**src/rtl/sklansky_pkg.sv**
```systemverilog
// Shared types for the Sklansky sum stage: adder width, result record and
// occupancy states of the output/skid storage.
package sklansky_pkg;

  localparam int ADDER_W   = 32;
  localparam int REC_TAG_W = 4;

  typedef struct packed {
    logic [ADDER_W-1:0]   sum;
    logic                 cout;
    logic                 ovf;
    logic                 zero;
    logic                 neg;
    logic [REC_TAG_W-1:0] tag;
  } sum_rec_t;

  typedef enum logic [1:0] {
    EMPTY = 2'd0,
    ONE   = 2'd1,
    FULL  = 2'd2
  } occ_state_t;

endpackage

```
**src/rtl/sklansky_sum_logic.sv**
```systemverilog
// Combinational P/Carry -> result record. Carry[i] is the carry out of bit i
// with carry-in 0, so bit i of the sum uses the carry out of bit i-1.
module sklansky_sum_logic
  import sklansky_pkg::*;
(
  input  logic [ADDER_W-1:0]   p,
  input  logic [ADDER_W-1:0]   carry,
  input  logic [REC_TAG_W-1:0] tag,
  output sum_rec_t             rec
);

  logic [ADDER_W-1:0] sum;

  // Sum and flags; ovf compares carry into and out of the sign bit.
  always_comb begin
    sum      = p ^ {carry[ADDER_W-2:0], 1'b0};
    rec.sum  = sum;
    rec.cout = carry[ADDER_W-1];
    rec.ovf  = carry[ADDER_W-1] ^ carry[ADDER_W-2];
    rec.zero = (sum == '0);
    rec.neg  = sum[ADDER_W-1];
    rec.tag  = tag;
  end

endmodule

```
**src/rtl/sklansky_sum_stage.sv**
```systemverilog
// Registered sum/flag stage behind the 32-bit Sklansky carry generator, with
// a two-entry (output + skid) buffer so in_ready comes straight from a flop.
//
// state | meaning
// EMPTY | nothing held, out_valid=0, in_ready=1
// ONE   | result in OR only, out_valid=1, in_ready=1
// FULL  | results in OR and SK, out_valid=1, in_ready=0
//
// Only WIDTH=32 and TAG_W=4 are meaningful: the record layout is fixed by
// the carry generator width.
module sklansky_sum_stage
  import sklansky_pkg::*;
#(
  parameter int WIDTH = 32,
  parameter int TAG_W = 4
) (
  input  logic             clk,
  input  logic             rst,
  input  logic             in_valid,
  output logic             in_ready,
  input  logic [WIDTH-1:0] in_p,
  input  logic [WIDTH-1:0] in_carry,
  input  logic [TAG_W-1:0] in_tag,
  output logic             out_valid,
  input  logic             out_ready,
  output logic [WIDTH-1:0] out_sum,
  output logic             out_cout,
  output logic             out_ovf,
  output logic             out_zero,
  output logic             out_neg,
  output logic [TAG_W-1:0] out_tag,
  output logic             busy
);

  sum_rec_t   in_rec;
  sum_rec_t   or_q;
  sum_rec_t   sk_q;
  occ_state_t state;
  occ_state_t state_nxt;
  logic       load_or_in;
  logic       load_or_sk;
  logic       load_sk;
  logic       in_ready_q;
  logic       out_valid_q;
  logic       busy_q;

  sklansky_sum_logic u_sum_logic (
    .p     (in_p),
    .carry (in_carry),
    .tag   (in_tag),
    .rec   (in_rec)
  );

  // Next occupancy and which register captures what; in_valid is only
  // looked at in states that advertise in_ready.
  always_comb begin
    state_nxt  = state;
    load_or_in = 1'b0;
    load_or_sk = 1'b0;
    load_sk    = 1'b0;
    case (state)
      EMPTY: begin
        if (in_valid) begin
          load_or_in = 1'b1;
          state_nxt  = ONE;
        end
      end
      ONE: begin
        if (in_valid && out_ready) begin
          load_or_in = 1'b1;
        end else if (in_valid) begin
          load_sk   = 1'b1;
          state_nxt = FULL;
        end else if (out_ready) begin
          state_nxt = EMPTY;
        end
      end
      FULL: begin
        if (out_ready) begin
          load_or_sk = 1'b1;
          state_nxt  = ONE;
        end
      end
      default: state_nxt = EMPTY;
    endcase
  end

  // Storage and registered handshake/status flags derived from next state.
  always_ff @(posedge clk) begin
    if (rst) begin
      state       <= EMPTY;
      or_q        <= '0;
      sk_q        <= '0;
      in_ready_q  <= 1'b1;
      out_valid_q <= 1'b0;
      busy_q      <= 1'b0;
    end else begin
      state <= state_nxt;
      if (load_or_in) begin
        or_q <= in_rec;
      end else if (load_or_sk) begin
        or_q <= sk_q;
      end
      if (load_sk) begin
        sk_q <= in_rec;
      end
      in_ready_q  <= (state_nxt != FULL);
      out_valid_q <= (state_nxt != EMPTY);
      busy_q      <= (state_nxt != EMPTY);
    end
  end

  assign in_ready  = in_ready_q;
  assign out_valid = out_valid_q;
  assign busy      = busy_q;
  assign out_sum   = or_q.sum;
  assign out_cout  = or_q.cout;
  assign out_ovf   = or_q.ovf;
  assign out_zero  = or_q.zero;
  assign out_neg   = or_q.neg;
  assign out_tag   = or_q.tag;

endmodule

```
**config.mk**
```make
export PLATFORM = sky130hd
export DESIGN_NAME = sklansky_sum_stage
export DESIGN_NICKNAME = d
export VERILOG_FILES = /design/src/rtl/sklansky_pkg.sv /design/src/rtl/sklansky_sum_logic.sv /design/src/rtl/sklansky_sum_stage.sv
export SDC_FILE = /design/constraint.sdc
export NUM_CORES = 1
export LEC_CHECK = 0
export BUFFER_PORTS_ARGS = -buffer_cell sky130_fd_sc_hd__buf_2
export CORE_UTILIZATION = 51
export DETAILED_ROUTE_END_ITERATION = 8
export GPL_TIMING_DRIVEN = 0
export PLACE_DENSITY = 0.88
export SLEW_MARGIN = 25
export SYNTH_ARGS = -nofsm -noshare
export SYNTH_HDL_FRONTEND = slang
export SYNTH_SLANG_ARGS = --single-unit
```
**constraint.sdc**
```tcl
create_clock -name clk -period 3.7 [get_ports clk]
set_input_delay 0.74 -clock clk [delete_from_list [all_inputs] [get_ports clk]]
set_output_delay 0.74 -clock clk [all_outputs]
set_load 0.02 [all_outputs]
```
# After elaboration in Yosys (flattened, before gate mapping)
# Cells that the tools add are included.
# totals
output_inout_bits	43
regBits	84
wordCells	40
# op_classes
n_eq_ne	3
bitwise	2
n_mux	15
n_reduce_logical	5
# ops
cell	n
$mux 40	2
$logic_not 32->1	1
$xor 32x32->32	1
$mux 2	5
$mux 1	6
$pmux 2 s3	1
$reduce_bool 2->1	2
$eq 2x1->1 const B	1
$eq 2x2->1 const B	1
$logic_not 2->1	1
$ne 2x2->1 const B	1
$pmux 1 s2	1
$logic_and 1x1->1	1
$xor 1x1->1	1

# Logic depth before layout (Yosys ltp)
# logic_depth
depth_word	5
ltp_mapped	7
ltp_nobuf	5

# Modules after synthesis
# A second synthesis with hierarchy kept.
# hier_totals
cells_unflattened	477
hier_area_um2	4090.2
# by_module_without_submodules
mod	cells_each	seq_area_each_um2	area_each_um2	instances
sklansky_sum_stage	427	1681.6	3672.3	1
sklansky_sum_logic	50	0.0	417.9	1

# Worst setup path after synthesis
# Ideal clock, no wire load.
# synth_timing
path_type	input -> register
from	input in_carry[25]
to	register or_q, in the netlist out_zero
path_buffers	0
arrival_time_ns	1.643
cell_stages	5
required_time_ns	3.614
slack_ns	1.972
cell_sequence	xnor2_1 nand4_1 nor4_1 nand4_1 a211oi_1
# synth_between
elab_chain_len	3
# synth_lines
item	line	text
from (decl)	sklansky_sum_stage.sv:22	input logic [WIDTH-1:0] in_carry,
$xor 32x32->32	sklansky_sum_logic.sv:16	sum = p ^ {carry[ADDER_W-2:0], 1'b0};
$logic_not 32->1	sklansky_sum_logic.sv:20	rec.zero = (sum == '0);
$mux 40	sklansky_sum_stage.sv:99	if (load_or_in) begin
to (signal assigned)	sklansky_sum_stage.sv:100	or_q <= in_rec;
to (signal assigned)	sklansky_sum_stage.sv:102	or_q <= sk_q;
to (decl)	sklansky_sum_stage.sv:36	sum_rec_t or_q;
# No other way between the ends.
# A chain may end at the register's enable or synchronous reset.

# Worst setup path in the final report
# layout_timing
from	input in_carry[30]
to	register sk_q[5] (netlist name)
# layout_between
elab_chain_len	2
# layout_lines
item	line	text
$xor 32x32->32	sklansky_sum_logic.sv:16	
$logic_not 32->1	sklansky_sum_logic.sv:20	
to (signal assigned)	sklansky_sum_stage.sv:105	sk_q <= in_rec;
to (decl)	sklansky_sum_stage.sv:37	sum_rec_t sk_q;
# No other way between the ends.

==> summary.md <==
| Metric | Value |
|---|---|
| Kind of critical path | input port to register |
| Final core occ | 67.6% |
| Die Height | 84.5 um |
| Ys flop type | dfxtp_1 |
| DRC | 12 |
| Status | complete, but fails checks |
| TritonCTS clock tree | done |
| Worst path required time | 3.97 ns |
| Final Wtd Congestion | 0.852 |
| Post-synth top area cell | dfxtp_1 |
| Most frequent cells after synthesis | 85 x nor2_1, 82 x dfxtp_1, 46 x nand2_1 |
| Top cell type's share of synthesized area | 47.3% |
| Distinct cells, synth | 32 |
| Area of the mapped netlist | 3470 um^2 |
| Largest net degree at the start of global routing | 14 |
| Sequential share of the synthesized area | 47.3% |
| Antenna cells | 0 |
| # IOs | 115 |
| RSZ-0062 raised after global routing | false |
| Buffers on Ports | 113 |
| Max clock buf depth | 2 |
| Clock transition at path regs | 0.08 ns |
| Most frequent CP cell | nand4_1 |
| Hold crit path type | register to register |
| Row count | 29 |
| Core region area | 6460 um^2 |
| Buf/Inv on CP | 1 |
| Slowest Stage Delay on Critical Path | 0.42 ns |
| Sink Count | 82 |
| Worst-path maximum fanout | 3 |
| Via count | 3378 |
| Worst r2r src | state[0] |
| Measured slew at the worst slew-check pin | 0.544 ns |
| Min-delay src | out_sum[30] |
| CP max stage cell | nor4_1 |
| Worst Path Arrival | 2.25 ns |
| Most frequent cell after synthesis | nor2_1 |
| EDFF count, synth | 0 |
| Max-cap violations | 0 |
| Root buffer cell | clkbuf_8 |
| Top post-synthesis cells by area | dfxtp_1 47%, nor2_1 9.2%, a211oi_1 7.1% |
| DIE AREA | 7130 um^2 |
| Ys async rst share | 0% |
| Setup TNS | 0 ns |
| Vias in the first global route | 3247 |
| Failing checks | design-rule violations |
| CP Capture Type | register |
| Peak VDD IR | 0.000278 V |
| GRT Resource Usage Total | 26.6% |
| H-tree depth | 3 |
| Synthesis-to-layout area growth | 25.8% |
| Hold Crit Depth | 2 |
| Initial antenna violation count | 0 |
| Setup bufs post-CTS | 0 |
| Slew Viols, Final | 0 |
| R2r setup slk | 2.06 ns |
| Hold-fix buffers at CTS | 0 |
| DRT iter0 DRCs | 189 |
| GRT overflow | 0 |
| Reg2Reg Depth | 6 |
| TritonCTS Buffers | 9 |
| Fmax | 0.503 GHz |
| TritonRoute pass-1 iters | 6 |
| Cells after Synth | 396 |
| Tmin final | 1.99 ns |
| Reg-to-Reg End | out_ovf |
| Hold-critical path endpoint | out_sum[30] |
| Leakage | 1.84 nW |
| Mean post-synth cell area | 8.76 um^2 |
| CP Cell Sequence | buf_2, xnor2_1, nand4_1, nor4_1, nand4_1, a211oi_1 |
| Worst skew pair latency | 0.36 ns |
| First-pass GRT wire length | 14.7 mm |
| Fin nets | 592 |
| Final hold vios | 0 |
| Fin crit share | 53.7% |
| Clock Skew | 0.0104 ns |
| Power Density | 480 nW/um^2 |
| CP startpoint kind | input port |
| Via-per-instance ratio | 5.61 |
| Slew Limit Headroom | 63.8% |
| Delay-heaviest family, CP | simple AND/OR/NAND/NOR gates |
| Syn Nets | 468 |
| Ys Warns | 0 |
| Initial core utilization | 53.7% |
| Endpoints failing setup | 0 |
| Antenna-violating nets left | 0 |
| Layout cells sized above 1 | 29.5% |
| CTS resizes | 0 |
| Die X | 84.5 um |
| Post-Route WL | 9.06 mm |
| Routed len/inst | 15.0 um |
| Post-DP HPWL | 6.64 mm |
| Flops & latches, synth | 82 |
==> report_power, final <==
part	switching [W]	total, W	internal, W	leakage (nW)
Sequential	0.0000318	0.000971	0.000939	0.672
Clock	0.000313	0.000760	0.000448	0.114
Combinational	0.000219	0.000366	0.000147	1.06
==> area by class of cell <==
type                    count  area, um^2
clock inverters             5         103
well taps                  77        96.3
multi-input cells         282        1650
plain buffers              31         176
inverters                   1        3.75
clock buffers              11         131
repair buffers            113         566
flip-flops and latches     82        1640
fillers                   534        2090
==> routing by layer <==
metal | track usage (%) | wire (um)
met1 | 30.3 | 3560
met4 | 14.8 | 253
met2 | 46.6 | 4460
met3 | 5.41 | 789
met5 | 0 | 0
==> flip-flops by register name, summed over array words and instances, names as in the netlist <==
signal / cells
out_zero: 1
busy: 1
out_ovf: 1
out_cout: 1
out_sum: 31
sk_q: 39
out_tag: 4
in_ready: 1
state: 2
out_neg: 1
==> tightest hold or removal path: cells and delay by family (launching register included) <==
family | cells | cell delay [ns]
AOI/OAI and AO/OA | 1 | 0.05
DFF | 1 | 0.31
and+or+nand+nor | 1 | 0.05
==> how the worst max path moves through the flow <==
stage                     to  depth (start not counted)  slack (ns)          from
floorplan           out_zero                          5        1.97  in_carry[25]
global placement     sk_q[5]                          6        1.51  in_carry[30]
detailed placement   sk_q[5]                          6        1.48  in_carry[30]
CTS                  sk_q[5]                          6        1.82  in_carry[30]
global route        out_zero                          6        1.58  in_carry[25]
finish               sk_q[5]                          6        1.71  in_carry[30]
==> kinds of logic (layout without fill, tap and decap cells) <==
logic type	after synthesis	count (layout)	share of synthesized area [%]
XOR/XNOR	32	32	8.95
AND/OR/NAND/NOR	168	168	20.9
flip-flops	82	82	47.3
AO/OA/AOI/OAI	81	81	17.3
buffers and inverters	32	161	5.19
multiplexers	1	1	0.289
==> per-stage QoR <==
| step | area [um^2] | hold WS [ns] | total power, W | setup WS, ns | instances |
|---|---|---|---|---|---|
| after detailed placement | 4130 | 0.448 | 0.00135 | 1.48 | 586 |
| after CTS | 4360 | 0.461 | 0.00210 | 1.82 | 602 |
| after global placement | 4130 | 0.441 | 0.00134 | 1.51 | 586 |
| after floorplan | 3470 | 0.436 | 0.00122 | 1.97 | 396 |
| final | 4360 | 0.457 | 0.00210 | 1.71 | 602 |
| after global routing | 4360 | 0.477 | 0.00218 | 1.58 | 602 |
==> layout by cell type (no fill, tap or decap) <==
| cell | instances |
|---|---|
| buf_2 | 122 |
| nor2_1 | 85 |
| dfxtp_1 | 82 |
| nand2_1 | 46 |
| a211oi_1 | 33 |
| xnor2_1 | 21 |
| a221oi_1 | 18 |
| a21oi_1 | 14 |
| clkbuf_1 | 13 |
| buf_4 | 9 |
| nor3_1 | 9 |
| clkbuf_8 | 9 |
| xor2_1 | 7 |
| and3_1 | 7 |
| nand4_1 | 7 |
| a22oi_1 | 6 |
| a311oi_1 | 5 |
| nand2b_1 | 4 |
| xnor2_2 | 4 |
| o22ai_1 | 3 |
| nor4_1 | 3 |
| bufinv_16 | 3 |
| buf_6 | 2 |
| and2b_1 | 1 |
| nor2b_1 | 1 |
| mux2i_1 | 1 |
| nor2b_4 | 1 |
| o21ai_0 | 1 |
| and2_1 | 1 |
| nor2_2 | 1 |
| nor2_4 | 1 |
| a211oi_2 | 1 |
| or3_1 | 1 |
| inv_1 | 1 |
| clkinvlp_4 | 1 |
| clkinv_2 | 1 |
(Power assumes the default switching activity.)
